==> config.mk <==
export PLATFORM = sky130hd
export DESIGN_NAME = decoder_onehot_pipe
export DESIGN_NICKNAME = d
export VERILOG_FILES = /design/src/rtl/decoder_pkg.sv /design/src/rtl/dec_skid_buf.sv /design/src/rtl/decoder_onehot_pipe.sv
export SDC_FILE = /design/constraint.sdc
export NUM_CORES = 1
export LEC_CHECK = 0
export CAP_MARGIN = 20
export CORE_MARGIN = 1
export CORE_UTILIZATION = 43
export DETAILED_ROUTE_END_ITERATION = 7
export PLACE_DENSITY = 0.85
export SLEW_MARGIN = 10
export SYNTH_ARGS = -nofsm -noshare
export SYNTH_HDL_FRONTEND = slang
export SYNTH_SLANG_ARGS = --single-unit
==> constraint.sdc <==
create_clock -name clk -period 3.2 [get_ports clk]
set_clock_uncertainty 0.15 [all_clocks]
set_input_delay 0.8 -clock clk [delete_from_list [all_inputs] [get_ports clk]]
set_output_delay 0.8 -clock clk [all_outputs]
set_load 0.02 [all_outputs]
==> src/rtl/decoder_pkg.sv <==
// Shared types and the select-to-vector decode used by decoder_onehot_pipe.
package decoder_pkg;

   typedef enum logic {DEC_ONEHOT, DEC_THERMO} dec_mode_e;

   localparam int DEC_MAX_W = 64;
   localparam int DEC_SEL_W = 32;

   typedef struct packed {
      logic                 err;
      logic [DEC_MAX_W-1:0] vec;
   } dec_res_t;

   // Bits at or above num_out are always zero; callers slice the low num_out bits.
   function automatic dec_res_t dec_vec(input logic [DEC_SEL_W-1:0] sel,
                                        input dec_mode_e mode,
                                        input logic en,
                                        input int num_out);
      dec_res_t r;
      r = '0;
      if (en) begin
         if (sel >= DEC_SEL_W'(num_out)) begin
            r.err = 1'b1;
         end else begin
            for (int i = 0; i < DEC_MAX_W; i++) begin
               if (i < num_out) begin
                  if (mode == DEC_THERMO) r.vec[i] = (DEC_SEL_W'(i) <= sel);
                  else                    r.vec[i] = (DEC_SEL_W'(i) == sel);
               end
            end
         end
      end
      return r;
   endfunction

endpackage

==> src/rtl/dec_skid_buf.sv <==
// Two-entry skid buffer: a main slot driving the outputs plus one overflow slot,
// with a registered ready that is low exactly while the overflow slot is occupied.
module dec_skid_buf #(
   parameter int DATA_W = 5
) (
   input  logic              clk,
   input  logic              rst,
   input  logic              in_valid,
   output logic              in_ready,
   input  logic [DATA_W-1:0] in_data,
   output logic              out_valid,
   input  logic              out_ready,
   output logic [DATA_W-1:0] out_data
);

   logic              main_full_p1;
   logic              skid_full_p1;
   logic              ready_p1;
   logic [DATA_W-1:0] main_data_p1;
   logic [DATA_W-1:0] skid_data_p1;
   logic              accept;
   logic              drain;

   // Ready resets high so the first cycle after reset can already accept.
   assign in_ready  = ready_p1 & ~rst;
   assign accept    = in_valid & in_ready;
   assign drain     = main_full_p1 & out_ready;
   assign out_valid = main_full_p1;
   assign out_data  = main_full_p1 ? main_data_p1 : '0;

   always_ff @(posedge clk) begin
      if (rst) begin
         main_full_p1 <= 1'b0;
         skid_full_p1 <= 1'b0;
         ready_p1     <= 1'b1;
      end else if (skid_full_p1) begin
         if (drain) begin
            skid_full_p1 <= 1'b0;
            ready_p1     <= 1'b1;
         end
      end else if (accept) begin
         if (main_full_p1 && !drain) begin
            skid_full_p1 <= 1'b1;
            ready_p1     <= 1'b0;
         end else begin
            main_full_p1 <= 1'b1;
         end
      end else if (drain) begin
         main_full_p1 <= 1'b0;
      end
   end

   // Payload registers carry no reset; the full flags qualify them.
   always_ff @(posedge clk) begin
      if (skid_full_p1) begin
         if (drain) main_data_p1 <= skid_data_p1;
      end else if (accept) begin
         if (main_full_p1 && !drain) skid_data_p1 <= in_data;
         else                        main_data_p1 <= in_data;
      end
   end

endmodule

==> src/rtl/decoder_onehot_pipe.sv <==
// Registered one-hot / thermometer decoder with valid/ready on both sides,
// out-of-range flagging and a saturating count of accepted error transactions.
module decoder_onehot_pipe
   import decoder_pkg::*;
#(
   parameter int SEL_W   = 2,
   parameter int NUM_OUT = 4,
   parameter int CNT_W   = 8
) (
   input  logic               clk,
   input  logic               rst,
   input  logic               in_valid,
   output logic               in_ready,
   input  logic [SEL_W-1:0]   in_sel,
   input  logic               in_mode,
   input  logic               in_en,
   output logic               out_valid,
   input  logic               out_ready,
   output logic [NUM_OUT-1:0] out_dout,
   output logic               out_err,
   output logic [CNT_W-1:0]   err_cnt
);

   localparam int PAY_W = NUM_OUT + 1;

   dec_res_t         dec_p0;
   logic [PAY_W-1:0] pay_p0;
   logic [PAY_W-1:0] pay_p1;
   logic             accept_p0;
   logic [CNT_W-1:0] err_cnt_p1;

   always_comb begin
      dec_p0 = dec_vec(DEC_SEL_W'(in_sel), dec_mode_e'(in_mode), in_en, NUM_OUT);
   end

   assign pay_p0    = {dec_p0.err, dec_p0.vec[NUM_OUT-1:0]};
   assign accept_p0 = in_valid & in_ready;

   if (NUM_OUT < DEC_MAX_W) begin : g_hi
      logic unused_hi;
      assign unused_hi = ^dec_p0.vec[DEC_MAX_W-1:NUM_OUT];
   end

   // ---- stage p0 -> p1: decoded payload enters the slot pair ----
   dec_skid_buf #(
      .DATA_W(PAY_W)
   ) u_skid (
      .clk      (clk),
      .rst      (rst),
      .in_valid (in_valid),
      .in_ready (in_ready),
      .in_data  (pay_p0),
      .out_valid(out_valid),
      .out_ready(out_ready),
      .out_data (pay_p1)
   );

   assign out_err  = pay_p1[NUM_OUT];
   assign out_dout = pay_p1[NUM_OUT-1:0];

   always_ff @(posedge clk) begin
      if (rst) begin
         err_cnt_p1 <= '0;
      end else if (accept_p0 && dec_p0.err && (err_cnt_p1 != '1)) begin
         err_cnt_p1 <= err_cnt_p1 + 1'b1;
      end
   end

   assign err_cnt = err_cnt_p1;

endmodule
; After elaboration in Yosys (flattened, before gate mapping)
; Index checks and enable logic that the tools add are counted.
[word_totals]
word_cells = 50
ff_bits = 12
output_inout_bits = 15
input_bits = 8
[classes]
n_lt_le_gt_ge = 3
bitwise = 5
muxes = 21
n_reduce_logical = 10
eq_ne = 6
[ops]
columns = op, count
row1 = 2-to-1 mux 5 bit, 5
row2 = 2-to-1 mux 1 bit, 15
row3 = AND reduction 3 bit, 4
row4 = nonzero test 2 bit, 3
row5 = equality test 2 bit (first input constant), 2
row6 = <= comparator 2 bit (first input constant), 2
row7 = 2-to-1 mux 4 bit, 1
row8 = inequality test 2 bit (second input constant), 2
row9 = bitwise AND 1 bit, 3
row10 = equality test 1 x 2 -> 1 bit (first input constant), 1
row11 = <= comparator 1 x 2 -> 1 bit (first input constant), 1
row12 = zero test 2 bit, 1
row13 = inequality test 2 x 1 -> 1 bit (second input constant), 1
row14 = NOT 1 bit, 2
row15 = logical AND 1 bit, 1
row16 = zero test 1 bit, 1

; Logic depth before layout (Yosys ltp)
[depth]
ltp_word = 6
depth_mapped = 4
ltp_nobuf = 3

; Cells and area by module
; Synthesis repeated with hierarchy kept, for this count alone.
[hier_totals]
cells_unflattened = 58
area_unflattened_um2 = 669.4
[modules_own_cells]
columns = mod, cells_each, seq_area_each_um2, area_each_um2, instances
row1 = dec_skid_buf, 41, 360.3, 558.0, 1
row2 = decoder_onehot_pipe, 17, 0.0, 111.4, 1

; Least setup slack after synthesis
; Ideal clock, no wire load.
[synth_timing]
path_kind = input port to output port
startpoint = input port rst
endpoint = output port in_ready
t_arrival_ns = 1.104
t_required_ns = 2.250
path_buffers = 0
cell_stages = 1
slack_ns = 1.146
path_cell_list = nor2b_1
[synth_via]
elab_chain_cells = 2
[synth_rtl]
columns = element, line
row1 = from (decl), decoder_onehot_pipe.sv:11  ; input logic rst,
row2 = NOT 1 bit, dec_skid_buf.sv:25  ; assign in_ready = ready_p1 & ~rst;
row3 = bitwise AND 1 bit, dec_skid_buf.sv:25
row4 = to (decl), decoder_onehot_pipe.sv:13  ; output logic in_ready,
; Every way passes these cells.

; Worst setup path in the final report
; Same ends and word-level chain as after synthesis.

==> out/metrics.cfg <==
[global_route]
grt_use_total_pct=16.5
grt_max_degree=12
grt_first_pass_wirelength_mm=1.61
overflow=0
antenna_found_initial=0
grt_pass1_vias=362

[timing]
maxSlewViolCount=0
rsz0062_at_grt=no
setup_viol_count_final=0
timing.fmax_ghz=0.346
whs_ns=0.385
finalCritPeriodShare_pct=90.3
finalHoldViolations=0
period_needed_ns=2.89
finalSetupTns_ns=0

[power_and_ir_drop]
power.switching_w=0.0000810
clkPwrFrac_pct=28.8
power.internal_w=0.000236
power_frac_comb_pct=18.8
pwr-share-seq_pct=52.5
ir_drop_v=0.000241
powerDensity_nw_per_um2=431
p_leak_nw=0.292
switching_share_pct=25.6

[synth]
synth_cells=57
yosys.area.top_type=edfxtp_1
ys_seq_area_share_pct=50.4
yosysWarnings=0
synth_seq_cells=11
synth.top_cell.area_share_pct=40.3
synth.distinct_cells=23
postSynthAreaPerCell_um2=10.4
synth_area_leaders=edfxtp_1 (40%), buf_4 (11%), dfxtp_1 (10%)
syn_area_um2=596

[floorplanning]
io_pins=23
fp-row-count=13
die_h_um=39.2
fp.dieW_um=39.2
core_um2=1300
die-area_um2=1540
initial_core_util_pct=45.8

[setup_path]
crit_required_ns=2.25
r2r_setup_slack_ns=1.66
path_max_fanout=2
critPathSlowestCell=clkdlybuf4s50_1
critPathLaunch=rst
crit_arrival_ns=1.94
startpoint_type=input pin
endpoint=in_ready
max_stage_delay_ns=0.61
ff2ff_path_depth=3
worstSetupPathType=in2out
worstReg2RegEnd=u_skid.skid_data_p1[3]
cp-end-kind=output port
r2r_start=u_skid.ready_p1
path_cells=clkdlybuf4s50_1, nor2b_1, clkdlybuf4s50_1
path_common_cell=clkdlybuf4s50_1

[cells_and_area]
final_common_cell=clkdlybuf4s50_1
layout_common_cells=clkdlybuf4s50_1 (13), conb_1 (9), edfxtp_1 (8), and2_1 (5)
syn_to_final_growth_pct=23.5
nets=82
diodes=0
layout-drive-gt1-share_pct=12.3

[cts]
cts_root_buffer=clkbuf_4
clock-sinks=11
path_clk_slew_ns=0.06
insertion_delay_ns=0.26
ctsResizeCount=0
cts_buffer_depth=2
htree_levels=1
postCtsSetupRepairBufs=0
cts_inserted_buffers=3
hold_buffers=0
cts_tree=built

[route]
wl_um=872
drt-initial-drc-count=2
num_vias=410
drc=0
wl_per_cell_um=9.91
first_pass_iters=2
drt-vias-per-instance=4.66
final_antenna_net_count=0

[job]
max_cap_viol_count=0

[worst_hold_path]
hold_path_class=reg2reg

[outcome]
status=complete, no violations

[placement]
dp_hpwl_um=699
port_buffers=13
routabilityCongestion=0.747

registers in the layout, indices dropped and copies added, names as in the netlist:
signal and flops:
u_skid.main_data_p1 4, u_skid.out_valid 1, u_skid.ready_p1 1, u_skid.skid_data_p1 4, u_skid.skid_full_p1 1
cells by family after synthesis:
group	synth area share (%)
flip-flops	50.4
AO/OA/AOI/OAI	11.6
other	0.630
AND/OR/NAND/NOR	15.3
multiplexers	7.35
buffers and inverters	14.7
power by group through the flow:
stage	clock network [W]	registers [W]	logic [W]
2_1_floorplan	0	0.000168	0.0000440
5_1_grt	0.000101	0.000167	0.0000666
6_report	0.0000912	0.000166	0.0000595
3_5_place_dp	0	0.000170	0.0000591
4_1_cts	0.0000932	0.000167	0.0000594
3_3_place_gp	0	0.000169	0.0000578
per-layer routing:
metal	global-route usage [%]	vias to the layer above	part of all wire, %
met5	0	-	0
met4	10.3	0	1.3
met3	3.47	2	5.5
met2	25.4	20	49
met1	20.7	175	44
li1	-	213	-
cells in the mapped netlist (all sizes together):
| master | count |
|---|---|
| nand2b | 1 |
| o21ai | 2 |
| mux2 | 3 |
| conb | 1 |
| and2 | 5 |
| inv | 4 |
| o21a | 1 |
| a31oi | 1 |
| a21oi | 3 |
| dfxtp | 3 |
| o211ai | 1 |
| nor3 | 1 |
| or2 | 1 |
| edfxtp | 8 |
| nand2 | 4 |
| mux2i | 1 |
| a211oi | 1 |
| nor2 | 2 |
| o31ai | 2 |
| nor2b | 2 |
| buf | 10 |
area by class of cell:
class / instances / area [µm²]
Fill cell: 117 / 566
Tap cell: 15 / 18.8
Sequential cell: 11 / 300
Clock buffer: 4 / 26.3
Inverter: 4 / 15.0
Timing Repair Buffer: 14 / 138
Multi-Input combinational cell: 40 / 238
critical path, delay by kind of cell:
kind | cells | cell delay [ns]
and+or+nand+nor | 1 | 0.12
buffers and inverters | 2 | 1.03
per-stage QoR:
stage | setup WS [ns] | total power [W] | std cells | area [µm²] | util (%)
floorplan | 1.15 | 0.000212 | 65 | 626 | -
global placement | 0.318 | 0.000227 | 84 | 709 | 54.5
detailed placement | 0.321 | 0.000229 | 84 | 709 | 54.5
CTS | 0.303 | 0.000319 | 88 | 736 | 56.5
global route | 0.221 | 0.000335 | 88 | 736 | 56.5
finish | 0.309 | 0.000317 | 88 | 736 | 56.5
worst min path at each step:
stage | from | end | slack (ns) | depth (start not counted)
2_1_floorplan | u_skid.skid_data_p1[3] | u_skid.main_data_p1[3] | 0.35 | 2
3_3_place_gp | u_skid.skid_data_p1[3] | u_skid.main_data_p1[3] | 0.37 | 2
3_5_place_dp | u_skid.skid_data_p1[3] | u_skid.main_data_p1[3] | 0.37 | 2
4_1_cts | u_skid.skid_data_p1[3] | u_skid.main_data_p1[3] | 0.39 | 2
5_1_grt | u_skid.skid_data_p1[2] | u_skid.main_data_p1[2] | 0.43 | 1
6_report | u_skid.skid_data_p1[3] | u_skid.main_data_p1[3] | 0.39 | 2
(Power assumes the default switching activity.)
==> patch (same flow settings) <==
Change the parameter `CNT_W` from 8 to 7.
--- a/src/rtl/decoder_onehot_pipe.sv
+++ b/src/rtl/decoder_onehot_pipe.sv
@@ -6,5 +6,5 @@
    parameter int SEL_W   = 2,
    parameter int NUM_OUT = 4,
-   parameter int CNT_W   = 8
+   parameter int CNT_W   = 7
 ) (
    input  logic               clk,
Ports: changed (resized err_cnt); port bits go from 23 to 22. The function was not compared with the original's and may differ.
==> patch against the original RTL <==
Sequential cell count stayed put; area after synthesis is 1.3% lower; routed wire length is 5.8% higher; maximum frequency is 0.27% lower; setup slack worse by 0.0077 ns; cell area is 0.68% lower; die area is 1.2% lower; combinational power is 2% lower; total power is 0.11% lower.
==> patch: results <==
INSERT INTO impl_metrics (metric_group, metric, value, unit) VALUES
('run_status', 'status', 'finished, final reports clean', ''),
('global_routing', 'grt_pass1_vias', '370', ''),
('hold_path', 'cell_depth_of_the_worst_hold_path', '1', ''),
('drt', 'drt_initial_violations', '13', ''),
('hold_path', 'hp-start', 'u_skid.skid_data_p1[0]$_DFFE_PP_', ''),
('global_routing', 'grt_pass1_wl', '1570', 'um'),
('synthesis', 'yosysSeqAreaShare', '51.1', '%'),
('drt', 'dr_wl_met3', '97', 'um'),
('layout', 'fill_cells', '106', ''),
('drt', 'm1WireLength', '378', 'um'),
('synthesis', 'synthMuxAreaShare', '7.45', '%'),
('layout', 'drive_above_1_share', '12.5', '%'),
('power_and_ir_drop', 'max-vdd-ir-drop', '0.000235', 'V'),
('synthesis', 'synth-compound-area-share', '11.7', '%'),
('timing', 'fin_hold_ws', '0.403', 'ns'),
('drt', 'drtPass1Iterations', '4', ''),
('critical_path', 'worstReg2RegEnd', 'u_skid.skid_data_p1[1]$_DFFE_PP_', ''),
('synthesis', 'main_area_contributors_after_synthesis', 'sky130_fd_sc_hd__edfxtp_1, sky130_fd_sc_hd__dfxtp_1, sky130_fd_sc_hd__buf_4', ''),
('power_and_ir_drop', 'p_leak', '0.000288', 'uW'),
('placed_design', 'placement.cell_area', '704', 'sq um');
[patch: final cells by class]
class,instances,area (sq um),area share [%]
multi-input cells,39,234,32.0
repair buffers,14,138,18.8
flip-flops and latches,11,300,41.1
well taps,14,17.5,2.40
inverters,4,15.0,2.05
clock buffers,4,26.3,3.60
[patch: cells by family after synthesis]
family                 after synthesis
DFF                                 11
and+or+nand+nor                     16
muxes                                4
AOI/OAI and AO/OA                   11
other                                1
buffers and inverters               13
[patch: report_power, final]
| part | total [uW] | internal, uW | leakage [uW] | switching [uW] |
|---|---|---|---|---|
| Combinational | 58.4 | 27.4 | 0.000173 | 31.0 |
| Sequential | 166 | 160 | 0.000100 | 5.81 |
| Clock | 92.1 | 48.3 | 0.0000150 | 43.8 |
| Total | 317 | 236 | 0.000288 | 80.6 |
[patch: per-stage QoR]
step / power, uW / instances
finish: 317 / 86
global route: 336 / 86
CTS: 319 / 86
detailed placement: 228 / 82
global placement: 226 / 82
floorplan: 210 / 63
